[config.mk]
export PLATFORM = sky130hd
export DESIGN_NAME = pipeline_ctrl
export DESIGN_NICKNAME = d
export VERILOG_FILES = /design/src/rtl/pipeline_ctrl.sv
export SDC_FILE = /design/constraint.sdc
export NUM_CORES = 1
export LEC_CHECK = 0
export ABC_CLOCK_PERIOD_IN_PS = 5400
export BUFFER_PORTS_ARGS = -buffer_cell sky130_fd_sc_hd__buf_4
export CAP_MARGIN = 20
export CORE_MARGIN = 1.5
export CORE_UTILIZATION = 45
export CTS_BUF_LIST = sky130_fd_sc_hd__clkbuf_8
export CTS_CLUSTER_DIAMETER = 100
export CTS_CLUSTER_SIZE = 30
export DETAILED_ROUTE_END_ITERATION = 6
export PLACE_DENSITY = 0.73
export SYNTH_ARGS = -nofsm -noshare
export SYNTH_HDL_FRONTEND = slang
export SYNTH_SLANG_ARGS = --single-unit
[constraint.sdc]
create_clock -name clk -period 5.4 [get_ports clk]
set_input_delay 0.27 -clock clk [delete_from_list [all_inputs] [get_ports clk]]
set_output_delay 0.27 -clock clk [all_outputs]
set_load 0.02 [all_outputs]
[src/rtl/pipeline_ctrl.sv]
// Hazard, forwarding and memory-wait control for a 5-stage in-order pipeline.
// Tracks shadow EX/MEM/WB records and arbitrates stall, bubble and freeze.
module pipeline_ctrl #(
  parameter int unsigned MEM_TIMEOUT = 255
) (
  input  logic       clk,
  input  logic       rst,
  input  logic       id_valid,
  input  logic       id_read_reg1,
  input  logic       id_read_reg2,
  input  logic [4:0] id_rs1,
  input  logic [4:0] id_rs2,
  input  logic [4:0] id_rd,
  input  logic       id_reg_write,
  input  logic       id_mem_read,
  input  logic       id_mem_write,
  input  logic       flush,
  input  logic       mem_ready,
  output logic       stall,
  output logic       ex_bubble,
  output logic       freeze,
  output logic [1:0] fwd1,
  output logic [1:0] fwd2,
  output logic       mem_req,
  output logic       mem_err
);

  localparam int unsigned REG_W = 5;
  localparam int unsigned CNT_W = 10;
  localparam int unsigned CMP_W = CNT_W + 1;

  typedef enum logic [1:0] {RUN = 2'd0, WAIT = 2'd1, ERR = 2'd2} state_t;

  typedef struct packed {
    logic             valid;
    logic [REG_W-1:0] rd;
    logic             reg_write;
    logic             mem_read;
    logic             mem_write;
  } stage_t;

  typedef struct packed {
    stage_t           st;
    logic             read1;
    logic             read2;
    logic [REG_W-1:0] rs1;
    logic [REG_W-1:0] rs2;
  } ex_t;

  // WB only needs the fields that forwarding looks at.
  typedef struct packed {
    logic             valid;
    logic [REG_W-1:0] rd;
    logic             reg_write;
  } wb_t;

  state_t           state, state_d;
  logic [CNT_W-1:0] cnt, cnt_d;
  logic             flush_pend, flush_pend_d;
  ex_t              ex_q, ex_d, id_rec;
  stage_t           mem_q, mem_d;
  wb_t              wb_q, wb_d;

  logic             mem_req_i, freeze_i, stall_i, bubble_i;
  logic             flush_eff, hazard;
  logic             mem_fwd_ok, wb_fwd_ok;
  logic [1:0]       fwd1_i, fwd2_i;

  function automatic logic [1:0] fwd_pick(input logic rd_flag, input logic [REG_W-1:0] rs,
                                          input logic m_ok, input logic [REG_W-1:0] m_rd,
                                          input logic w_ok, input logic [REG_W-1:0] w_rd);
    logic [1:0] sel;
    sel = 2'd0;
    if (rd_flag && m_ok && (m_rd == rs))      sel = 2'd1;
    else if (rd_flag && w_ok && (w_rd == rs)) sel = 2'd2;
    return sel;
  endfunction

  always_comb begin
    id_rec              = '0;
    id_rec.st.valid     = 1'b1;
    id_rec.st.rd        = id_rd;
    id_rec.st.reg_write = id_reg_write;
    id_rec.st.mem_read  = id_mem_read;
    id_rec.st.mem_write = id_mem_write;
    id_rec.read1        = id_read_reg1;
    id_rec.read2        = id_read_reg2;
    id_rec.rs1          = id_rs1;
    id_rec.rs2          = id_rs2;
  end

  assign mem_req_i  = mem_q.valid && (mem_q.mem_read || mem_q.mem_write) && (state != ERR);
  assign freeze_i   = (state == ERR) || (mem_req_i && !mem_ready);
  assign flush_eff  = flush || flush_pend;
  assign hazard     = ex_q.st.valid && ex_q.st.mem_read && (ex_q.st.rd != '0) &&
                      ((id_read_reg1 && (id_rs1 == ex_q.st.rd)) ||
                       (id_read_reg2 && (id_rs2 == ex_q.st.rd)));
  assign mem_fwd_ok = mem_q.valid && mem_q.reg_write && (mem_q.rd != '0);
  assign wb_fwd_ok  = wb_q.valid && wb_q.reg_write && (wb_q.rd != '0);
  assign fwd1_i     = fwd_pick(ex_q.read1, ex_q.rs1, mem_fwd_ok, mem_q.rd, wb_fwd_ok, wb_q.rd);
  assign fwd2_i     = fwd_pick(ex_q.read2, ex_q.rs2, mem_fwd_ok, mem_q.rd, wb_fwd_ok, wb_q.rd);

  // Next-state: pipeline record advance plus the RUN/WAIT/ERR memory FSM.
  always_comb begin
    state_d      = state;
    cnt_d        = cnt;
    flush_pend_d = flush_pend;
    ex_d         = ex_q;
    mem_d        = mem_q;
    wb_d         = wb_q;
    stall_i      = 1'b0;
    bubble_i     = 1'b0;

    if (freeze_i) begin
      stall_i = 1'b1;
      if (flush) flush_pend_d = 1'b1;
    end else begin
      mem_d          = ex_q.st;
      wb_d.valid     = mem_q.valid;
      wb_d.rd        = mem_q.rd;
      wb_d.reg_write = mem_q.reg_write;
      flush_pend_d   = 1'b0;
      if (flush_eff) begin
        ex_d     = '0;
        bubble_i = 1'b1;
      end else if (hazard) begin
        ex_d     = '0;
        stall_i  = 1'b1;
        bubble_i = 1'b1;
      end else begin
        ex_d = id_valid ? id_rec : '0;
      end
    end

    // The RUN cycle that enters WAIT is the first frozen cycle, hence the +2.
    case (state)
      RUN: begin
        cnt_d = '0;
        if (freeze_i) state_d = WAIT;
      end
      WAIT: begin
        if (!freeze_i) begin
          state_d = RUN;
          cnt_d   = '0;
        end else begin
          cnt_d = cnt + CNT_W'(1);
          if ((CMP_W'(cnt) + CMP_W'(2)) >= CMP_W'(MEM_TIMEOUT)) state_d = ERR;
        end
      end
      ERR:     state_d = ERR;
      default: state_d = RUN;
    endcase
  end

  always_ff @(posedge clk) begin
    if (rst) begin
      state      <= RUN;
      cnt        <= '0;
      flush_pend <= 1'b0;
      ex_q       <= '0;
      mem_q      <= '0;
      wb_q       <= '0;
    end else begin
      state      <= state_d;
      cnt        <= cnt_d;
      flush_pend <= flush_pend_d;
      ex_q       <= ex_d;
      mem_q      <= mem_d;
      wb_q       <= wb_d;
    end
  end

  assign stall     = !rst && stall_i;
  assign ex_bubble = !rst && bubble_i;
  assign freeze    = !rst && freeze_i;
  assign mem_req   = !rst && mem_req_i;
  assign mem_err   = !rst && (state == ERR);
  assign fwd1      = rst ? 2'd0 : fwd1_i;
  assign fwd2      = rst ? 2'd0 : fwd2_i;

endmodule

==> impl_metrics.tcl <==
set metrics [dict create \
    antenna_found_initial 0 \
    final_net_count 322 \
    rsz0062_at_grt "no" \
    critical_path_class "register to output port" \
    path_clk_slew_ns 0.09 \
    setup_tns_ns 0 \
    grt_max_degree 34 \
    cp.arrival_ns 2.74 \
    final.min_clock_period_ns 3.012 \
    power_density_nw_per_um2 234.2 \
    n_antenna_cell 0 \
    drtIter0Drc 138 \
    fmax_ghz 0.3320 \
    fp.coreArea_um2 5205 \
    worst_pin_slew_ns 1.095 \
    yosysUniqueCellTypes 44 \
    place_hpwl_mm 3.866 \
    slew_viol_final 0 \
    drive_above_1_share_pct 23.81 \
    chipHeight_um 77.18 \
    synthCells 264 \
    drtPass1Iterations 4 \
    hold_viol 0 \
    r2r_slack_ns 2.77 \
    io_pins 34 \
    ys_seq_elements 50 \
    route.detailed.drc 0 \
    synth-edff-count 0 \
    path_max_fanout 19 \
    ant_nets 0 \
    port_buffers 33 \
    critPathLaunch "mem_q[8]" \
    fin_util_pct 54.59 \
    fin_area_um2 2841 \
    rr_startpoint "mem_q[8]" \
    cts_buffers 5 \
    yosys_warnings 0 \
    clock-sinks 50 \
    grt_overflow 0 \
    synth_xor_area_share_pct 10.97 \
    cts.path.max_buffers 2 \
    startpoint_type "register" \
    cts_tree "done" \
    crit_family "compound AO/OA/AOI/OAI gates" \
    hp-class "input pin to register" \
    synth_ff_type "dfxtp_1" \
    finClkSkew_ns 0.009297 \
    start_util_pct 47.57 \
    htree_levels 2 \
    dp_cells 356 \
    synth_top_family_by_area "compound AO/OA/AOI/OAI gates" \
    dp_slack_ns 2.743 \
    synthesis.nets 293 \
    yosys.area_share.simple_pct 17.69 \
    yosysSeqAreaShare_pct 40.42 \
    slew_headroom_pct 26.97 \
    ctsHoldBuffers 0 \
    p_leak_nw 1.118 \
    crit_slowest_cell "o21ai_2" \
    final_cell_mix "dfxtp_1, buf_4, nor2_1" \
    cp_cell_sequence "o21ai_0 -> o21ai_2 -> and2_0 -> a31o_2 -> buf_4" \
    syn_avg_cell_area_um2 9.379 \
    fin_ws_ns 2.388 \
    synthArstFlopShare_pct 0 \
    timing.final.crit_share_pct 55.79 \
    max_stage_delay_ns 0.90 \
    grt_pass1_wl_mm 8.956 \
    layout_commonest_cell "dfxtp_1" \
    post_cts_resized 0 \
    syn2layout_area_growth_pct 14.76 \
    synth_compound_area_share_pct 18.09 \
    path_buf_inv 1 \
    endpoint_kind "output port" \
    vias 2002 \
    gp_congestion 0.8085 \
    grt_pass1_vias 1864 \
    std_cell_rows 26 \
    via_per_inst 5.500 \
    drv_cap 0 \
    syn_area_um2 2476 \
    finalNonFillerCells 364 \
    yosys.area.top_type_share_pct 40.42 \
    die_w_um 77.18 \
    place_area_um2 2743 \
    holdCritStartpoint "id_mem_read" \
    status "finished, final reports clean" \
    routedWlPerCell_um 14.49 \
    vdd_ir_drop_max_mv 0.1398 \
    worstPathRequired_ns 5.13 \
    die_area_um2 5957 \
    insertion_delay_ns 0.30 \
    finalWirelength_mm 5.274 \
    clock_tree.root_cell "clkbuf_8" \
    synth_largest_area_cell "dfxtp_1" \
    yosys-mux-area-fraction_pct 6.518 \
    synthTopCellsByArea "dfxtp_1, a22o_2, xnor2_1" \
    postCtsSetupRepairBufs 0 \
    setup_viol 0 \
    grtUsageTotal_pct 18.74 \
    synthAdderAreaFrac_pct 2.021 \
]
==> layout make-up <==
type | count | area, um^2
Timing Repair Buffer | 34 | 255.2
Clock buffer | 6 | 82.58
Tap cell | 70 | 87.58
Clock inverter | 2 | 16.27
Sequential cell | 50 | 1001
Multi-Input combinational cell | 195 | 1373
Fill cell | 485 | 2364
Inverter | 7 | 26.28
==> registers in the layout, indices dropped and copies added, names as in the netlist <==
signal	cells
state	2
wb_q	7
ex_q	21
mem_q	9
flush_pend	1
cnt	10
==> routing by layer <==
metal	part of all wire (%)	up-vias	global-route usage, %
met2	45	42	27.89
met1	50	943	26.82
met4	1.0	0	6.000
li1	-	1012	-
met5	0	-	0
met3	3.9	5	4.048
==> logic make-up (layout without fill, tap and decap cells) <==
kind of cell | after synthesis | count (layout)
and+or+nand+nor | 88 | 88
adders and majority gates | 4 | 4
buffers and inverters | 19 | 49
AOI/OAI and AO/OA | 56 | 56
muxes | 16 | 16
xor gates and xnor gates | 31 | 31
DFF | 50 | 50
==> power breakdown <==
part	total (mW)	switching [mW]	leakage, nW	internal [mW]
Sequential	0.383	0.00811	0.405	0.375
Clock	0.233	0.127	0.0478	0.106
Combinational	0.0497	0.0223	0.665	0.0274
Total	0.665	0.158	1.12	0.508
==> cells in the mapped netlist (2+ instances only) <==
library cell	count
nor3_1	8
xnor2_1	22
nand3_1	7
nand4_1	7
a21oi_1	10
o21ai_0	8
and3_1	4
o211ai_1	2
xor2_1	9
a22o_2	20
a31oi_1	2
nor4_1	4
a31o_2	2
ha_1	4
inv_1	7
nor2_1	29
or3_1	2
or4_1	6
dfxtp_1	50
a21o_1	2
o22ai_1	2
nand2_1	14
clkbuf_1	5
buf_6	4
mux2i_1	15
==> worst paths after layout <==
kind / to / cells past startpoint
min reg2reg: wb_q[6] / 2
max reg2reg: ex_q[15] / 5
max: stall / 5
min: ex_q[13] / 2
==> stage by stage <==
step           hold slack, ns  power (mW)
2_1_floorplan          0.4009      0.4183
3_3_place_gp           0.4418      0.4401
3_5_place_dp           0.4453      0.4411
4_1_cts                0.1698      0.6686
5_1_grt                0.1633      0.6934
6_report               0.1760      0.6655
(Power assumes the default switching activity.)
